$ cat src/rtl/alien_bomb.sv
// Enemy bomb engine: picks a firing column, drops one bomb a row per move tick, flags ship strikes.
// Optional BOMB_AIM_EN: the column scan starts at the player's column instead of the LFSR.
module alien_bomb #(
    parameter int unsigned COOLDOWN  = 8,
    parameter int unsigned SHIP_ROW  = 14,
    parameter logic [7:0]  LFSR_SEED = 8'hA5
) (
    input  logic        clk,
    input  logic        reset,
    input  logic        enable,
    input  logic [4:0]  posH,
    input  logic [31:0] alien_cols,
    input  logic [3:0]  alien_row,
    input  logic        shield_hit,
    output logic        flying,
    output logic [4:0]  bombX,
    output logic [3:0]  bombY,
    output logic        player_hit
);

    localparam int unsigned    CNT_W      = (COOLDOWN > 0) ? $clog2(COOLDOWN + 1) : 1;
    localparam logic [CNT_W-1:0] CNT_RELOAD = CNT_W'(COOLDOWN);
    localparam logic [3:0]     SHIP_Y     = 4'(SHIP_ROW);

    typedef enum logic [1:0] {StIdle, StSeek, StFall} state_t;

    state_t           state;
    logic [CNT_W-1:0] cnt;
    logic [4:0]       col;
    logic [7:0]       lfsr;

    logic       lfsr_fb;
    logic [4:0] row_below;
    logic [3:0] launch_y;
    logic [4:0] start_col;
    logic       at_ship;
    logic       bomb_done;
    logic       strike;

    always_comb begin
        lfsr_fb   = lfsr[7] ^ lfsr[5] ^ lfsr[4] ^ lfsr[3];
        // One row below the lowest aliens, clamped so the bomb never starts past the ship row.
        row_below = {1'b0, alien_row} + 5'd1;
        launch_y  = (row_below >= 5'(SHIP_ROW)) ? SHIP_Y : row_below[3:0];
`ifdef BOMB_AIM_EN
        start_col = posH;
`else
        start_col = lfsr[4:0];
`endif
        at_ship   = (bombY == SHIP_Y);
        // Shield hit outranks a ship strike and needs no move tick.
        bomb_done = (state == StFall) && (shield_hit || (enable && at_ship));
        strike    = (state == StFall) && !shield_hit && enable && at_ship && (bombX == posH);
    end

    always_ff @(posedge clk) begin
        if (reset) begin
            state      <= StIdle;
            cnt        <= CNT_RELOAD;
            col        <= 5'd0;
            lfsr       <= LFSR_SEED;
            flying     <= 1'b0;
            bombX      <= 5'd0;
            bombY      <= 4'd0;
            player_hit <= 1'b0;
        end else begin
            lfsr       <= {lfsr[6:0], lfsr_fb};
            player_hit <= strike;
            case (state)
                StIdle: begin
                    flying <= 1'b0;
                    if (enable) begin
                        if (cnt == '0) begin
                            state <= StSeek;
                            col   <= start_col;
                        end else begin
                            cnt <= cnt - 1'b1;
                        end
                    end
                end
                StSeek: begin
                    if (alien_cols == 32'd0) begin
                        state <= StIdle;
                        cnt   <= CNT_RELOAD;
                    end else if (alien_cols[col]) begin
                        state  <= StFall;
                        bombX  <= col;
                        bombY  <= launch_y;
                        flying <= 1'b1;
                    end else begin
                        col <= col + 5'd1;
                    end
                end
                StFall: begin
                    if (bomb_done) begin
                        state  <= StIdle;
                        cnt    <= CNT_RELOAD;
                        flying <= 1'b0;
                        bombX  <= 5'd0;
                        bombY  <= 4'd0;
                    end else if (enable) begin
                        bombY <= bombY + 4'd1;
                    end
                end
                default: begin
                    state <= StIdle;
                    cnt   <= CNT_RELOAD;
                end
            endcase
        end
    end

endmodule

$ cat config.mk
export PLATFORM = sky130hd
export DESIGN_NAME = alien_bomb
export DESIGN_NICKNAME = d
export VERILOG_FILES = /design/src/rtl/alien_bomb.sv
export SDC_FILE = /design/constraint.sdc
export NUM_CORES = 1
export LEC_CHECK = 0
export ABC_AREA = 0
export CORE_MARGIN = 2
export CORE_UTILIZATION = 44
export DETAILED_ROUTE_END_ITERATION = 16
export GPL_TIMING_DRIVEN = 0
export PLACE_DENSITY = 0.77
export SLEW_MARGIN = 15
export SYNTH_ARGS = -nofsm -noshare
export SYNTH_HDL_FRONTEND = slang
export SYNTH_SLANG_ARGS = --single-unit
$ cat constraint.sdc
create_clock -name clk -period 2.1 [get_ports clk]
set_input_delay 0.315 -clock clk [delete_from_list [all_inputs] [get_ports clk]]
set_output_delay 0.315 -clock clk [all_outputs]
set_load 0.02 [all_outputs]
==> out/metrics.cfg <==
[synth]
synth.largest_area_cell = sky130_fd_sc_hd__dfxtp_1
synth-seq-area-share_pct = 29.52
mappedNetlistArea_mm2 = 0.002034
yosysTopAreaCellShare_pct = 29.52
synthArstFlopShare_pct = 0
mappedNetlistNets = 285
postSynth.topFlopCell = sky130_fd_sc_hd__dfxtp_1
postSynthCellCount = 234
synth_enable_flop_cells = 0
synth_seq_cells = 30
yosys_warnings = 0
synthesis.area_per_instance_um2 = 8.694
yosys.cell_types.count = 61
synthTopCellsByArea = sky130_fd_sc_hd__dfxtp_1 (30%), sky130_fd_sc_hd__mux4_1 (3.9%), sky130_fd_sc_hd__mux2_2 (3.9%)

[floorplan]
pin_count = 56
die_area_mm2 = 0.005184
floorplan.initialDensity_pct = 46.09
num_rows = 24
die_height_um = 72
chipWidth_um = 72
core_area_mm2 = 0.004414

[drt]
postRouteAntennaNets = 0
remaining_drc_errors = 0
vias = 2127
routed_wire_length_per_instance_um = 16.49
viasPerCell = 5.892
met2RoutedLength_um = 2849
drt-met1-wl_um = 2567
route.met3.wl_um = 422
route.final.wire_length_um = 5953
maxUsedRoutingLayer = met4
drt_iter0_drc = 82
iteration_count_of_the_initial_detailed_routing_pass = 4

[worst_setup_path]
ff2ff_path_depth = 8
cp-endpoint = bombY[2]$_SDFFE_PP0P_
crit_path_start_kind = flip-flop
timing.critical_path.max_delay_family = simple AND/OR/NAND/NOR gates
worstSetupPathType = flip-flop to flip-flop
worst-path-max-fanout = 9
timing.critical_path.slowest_stage_cell = sky130_fd_sc_hd__or4_4
worst_path_largest_cell_delay_ps = 550
critical_path_depth_in_cells = 8
required_time_at_the_endpoint_of_the_critical_path_ps = 2310
worstPathArrival_ps = 2380
ff2ff_setup_slack_ps = -80
r2r-end = bombY[2]$_SDFFE_PP0P_
crit_chain = inv_2, ha_2, and3_4, and2_4, or4_4, or3b_1, a21o_2, a21oi_1
timing.critical_path.buf_inv = 1
critical_path.startpoint = bombY[0]$_SDFFE_PP0P_
crit_path_end_kind = flip-flop
regToRegStartpoint = bombY[0]$_SDFFE_PP0P_

[pwr]
power_frac_clock_pct = 25.7
internal-power_mw = 1.197
total_switching_power_uw = 531.0
logic_pwr_share_pct = 36.5
power_leakage_nw = 1.064
cellPowerDensity_mw_per_mm2 = 572.9
max-vdd-ir-drop_uv = 618.5
power_frac_seq_pct = 37.8
swShare_pct = 30.72

[placed_design]
place.detailed.hpwl_um = 3964
post-place-ws_ps = -409.1
place.port_buffers = 55
gpl.final_weighted_congestion = 0.8121

[timing]
setup_violations = 11
max_slew.worst_pin.slew_ps = 588.5
final_period_minus_worst_setup_slack_ps = 2177
report.final.slew_viol_count = 0
timing.final.ws_setup_ps = -76.51
fin_skew_ps = 7.426
maxSlewHeadroom_pct = 60.77
final_min_period_over_clock_period_pct = 103.6
hold_violations = 0
timing.fmax_mhz = 459.5
rsz_0062_raised_after_global_routing = true

[grt]
globalRouteTotalUtil_pct = 22.00
grt_overflow = 0
grt_pass1_vias = 2018
grt_max_degree = 11
grt_first_pass_wirelength_um = 9156
grt_antenna_before_repair = 0

[worst_hold_path]
worstHoldPathCells = 1
hold_class = flip-flop to flip-flop

[layout]
diodes = 0
mostFrequentLayoutCells = sky130_fd_sc_hd__clkdlybuf4s50_1 (55), sky130_fd_sc_hd__dfxtp_1 (28), sky130_fd_sc_hd__nor2_1 (14)
fin_nets = 361
seq_area_um2 = 605.6
layout.cells.most_common = sky130_fd_sc_hd__clkdlybuf4s50_1
multi_input_area_mm2 = 0.001479
fill_cells = 367
layout-area-overhead-vs-synth_pct = 48.28
final_util_pct = 68.34
proportion_of_layout_cells_with_a_drive_suffix_above_1_pct = 24.27

[clock_network]
clock_tree.htree_level_count = 2
clockRootBuffer = sky130_fd_sc_hd__clkbuf_8
path_clk_slew_ps = 60
cts.sinks = 30
clock_tree_from_tritoncts = done
cts_hold_repair.buffers = 0
cts_buffers = 5
clockBufferDepth = 2
clock_insertion_delay_worst_skew_ps = 280

[outcome]
run_status = finished with violations
violated_checks = negative setup slack

[job]
max_cap_viol_count = 0

## synthesized netlist by cell type, types with 2 or more instances
master and instances:
sky130_fd_sc_hd__a21oi_1 13, sky130_fd_sc_hd__o31ai_1 2, sky130_fd_sc_hd__or3_1 4, sky130_fd_sc_hd__nor2_1 14
sky130_fd_sc_hd__a221oi_1 2, sky130_fd_sc_hd__o21a_1 2, sky130_fd_sc_hd__nor4_1 8, sky130_fd_sc_hd__and2_1 3
sky130_fd_sc_hd__buf_2 3, sky130_fd_sc_hd__nor3b_1 5, sky130_fd_sc_hd__and3_1 2, sky130_fd_sc_hd__nand4_1 11
sky130_fd_sc_hd__nand3_1 11, sky130_fd_sc_hd__nand2_1 10, sky130_fd_sc_hd__o21ai_0 9, sky130_fd_sc_hd__or2_2 3
sky130_fd_sc_hd__nor2b_1 5, sky130_fd_sc_hd__a31oi_1 2, sky130_fd_sc_hd__inv_1 13, sky130_fd_sc_hd__ha_1 6
sky130_fd_sc_hd__xnor2_1 7, sky130_fd_sc_hd__a211oi_1 7, sky130_fd_sc_hd__o211ai_2 2, sky130_fd_sc_hd__mux4_1 3
sky130_fd_sc_hd__mux2_2 7, sky130_fd_sc_hd__mux2i_1 4, sky130_fd_sc_hd__dfxtp_1 30, sky130_fd_sc_hd__xor2_1 2
sky130_fd_sc_hd__nor3_1 7, sky130_fd_sc_hd__clkbuf_1 5, sky130_fd_sc_hd__a21boi_0 2
## cells by family after synthesis
| group | count (synthesis) | synth area share, % |
|---|---|---|
| buffers and inverters | 24 | 5.535 |
| xor gates and xnor gates | 9 | 3.875 |
| AOI/OAI and AO/OA | 56 | 19.99 |
| and+or+nand+nor | 93 | 25.83 |
| adders and majority gates | 6 | 3.690 |
| muxes | 16 | 11.56 |
| DFF | 30 | 29.52 |
## worst min path at each step
stage | from | to | slack [ps]
floorplan | lfsr[6]$_SDFF_PP0_ | lfsr[7]$_SDFF_PP1_ | 390
global placement | lfsr[6]$_SDFF_PP0_ | lfsr[7]$_SDFF_PP1_ | 390
detailed placement | lfsr[6]$_SDFF_PP0_ | lfsr[7]$_SDFF_PP1_ | 410
CTS | lfsr[6]$_SDFF_PP0_ | lfsr[7]$_SDFF_PP1_ | 430
global route | lfsr[6]$_SDFF_PP0_ | lfsr[7]$_SDFF_PP1_ | 440
finish | lfsr[6]$_SDFF_PP0_ | lfsr[7]$_SDFF_PP1_ | 420
## layer usage
metal / vias to the layer above / GRT usage, %
li1: 1040 / -
met1: 1001 / 27.50
met2: 74 / 37.14
met3: 12 / 5.278
met4: 0 / 7.547
met5: - / 0
## worst reg2reg max path: cells and delay by family (launching register included)
kind | cells | cell delay, ps
AOI/OAI and AO/OA | 2 | 290
adders and majority gates | 1 | 170
buffers and inverters | 1 | 40
DFF | 1 | 370
and+or+nand+nor | 4 | 1240
## layout make-up
class                      count  share of cell area (%)
multi-input combinational    180                   49.03
timing repair buffer          70                   22.23
sequential                    30                   20.07
clock buffer                   6                   2.737
buffer                        10                   2.157
tap                           52                   2.157
inverter                      13                   1.618
## power groups by stage
stage	clock (mW)	combinational [mW]	sequential [mW]
after floorplan	0	0.329	0.658
after global placement	0	0.496	0.661
after detailed placement	0	0.506	0.662
after CTS	0.462	0.558	0.650
after global routing	0.485	0.683	0.659
final	0.444	0.630	0.654
## registers in the layout, summed over array words and instances, names as in the netlist
name	count
cnt	4
bombX	5
lfsr	8
player_hit	1
bombY	4
flying	1
col	5
state	2
## repair_timing
item / in CTS / in global routing
pin swaps: 10 / 15
buffers inserted: 9 / 6
setup endpoints to repair: 18 / 19
gates resized for setup: 10 / 25
## through the flow
stage	total power, mW	cells	hold WS (ps)	setup TNS [ps]	instance area, um2
global route	1.826	361	444.9	-2089	3017
CTS	1.670	355	426.7	-614.0	2845
detailed placement	1.168	341	412.9	-5497	2674
global placement	1.157	341	394.5	-5409	2674
finish	1.728	361	417.6	-479.2	3017
floorplan	0.9864	234	389.5	-69.05	2058
(Power assumes the default switching activity.)
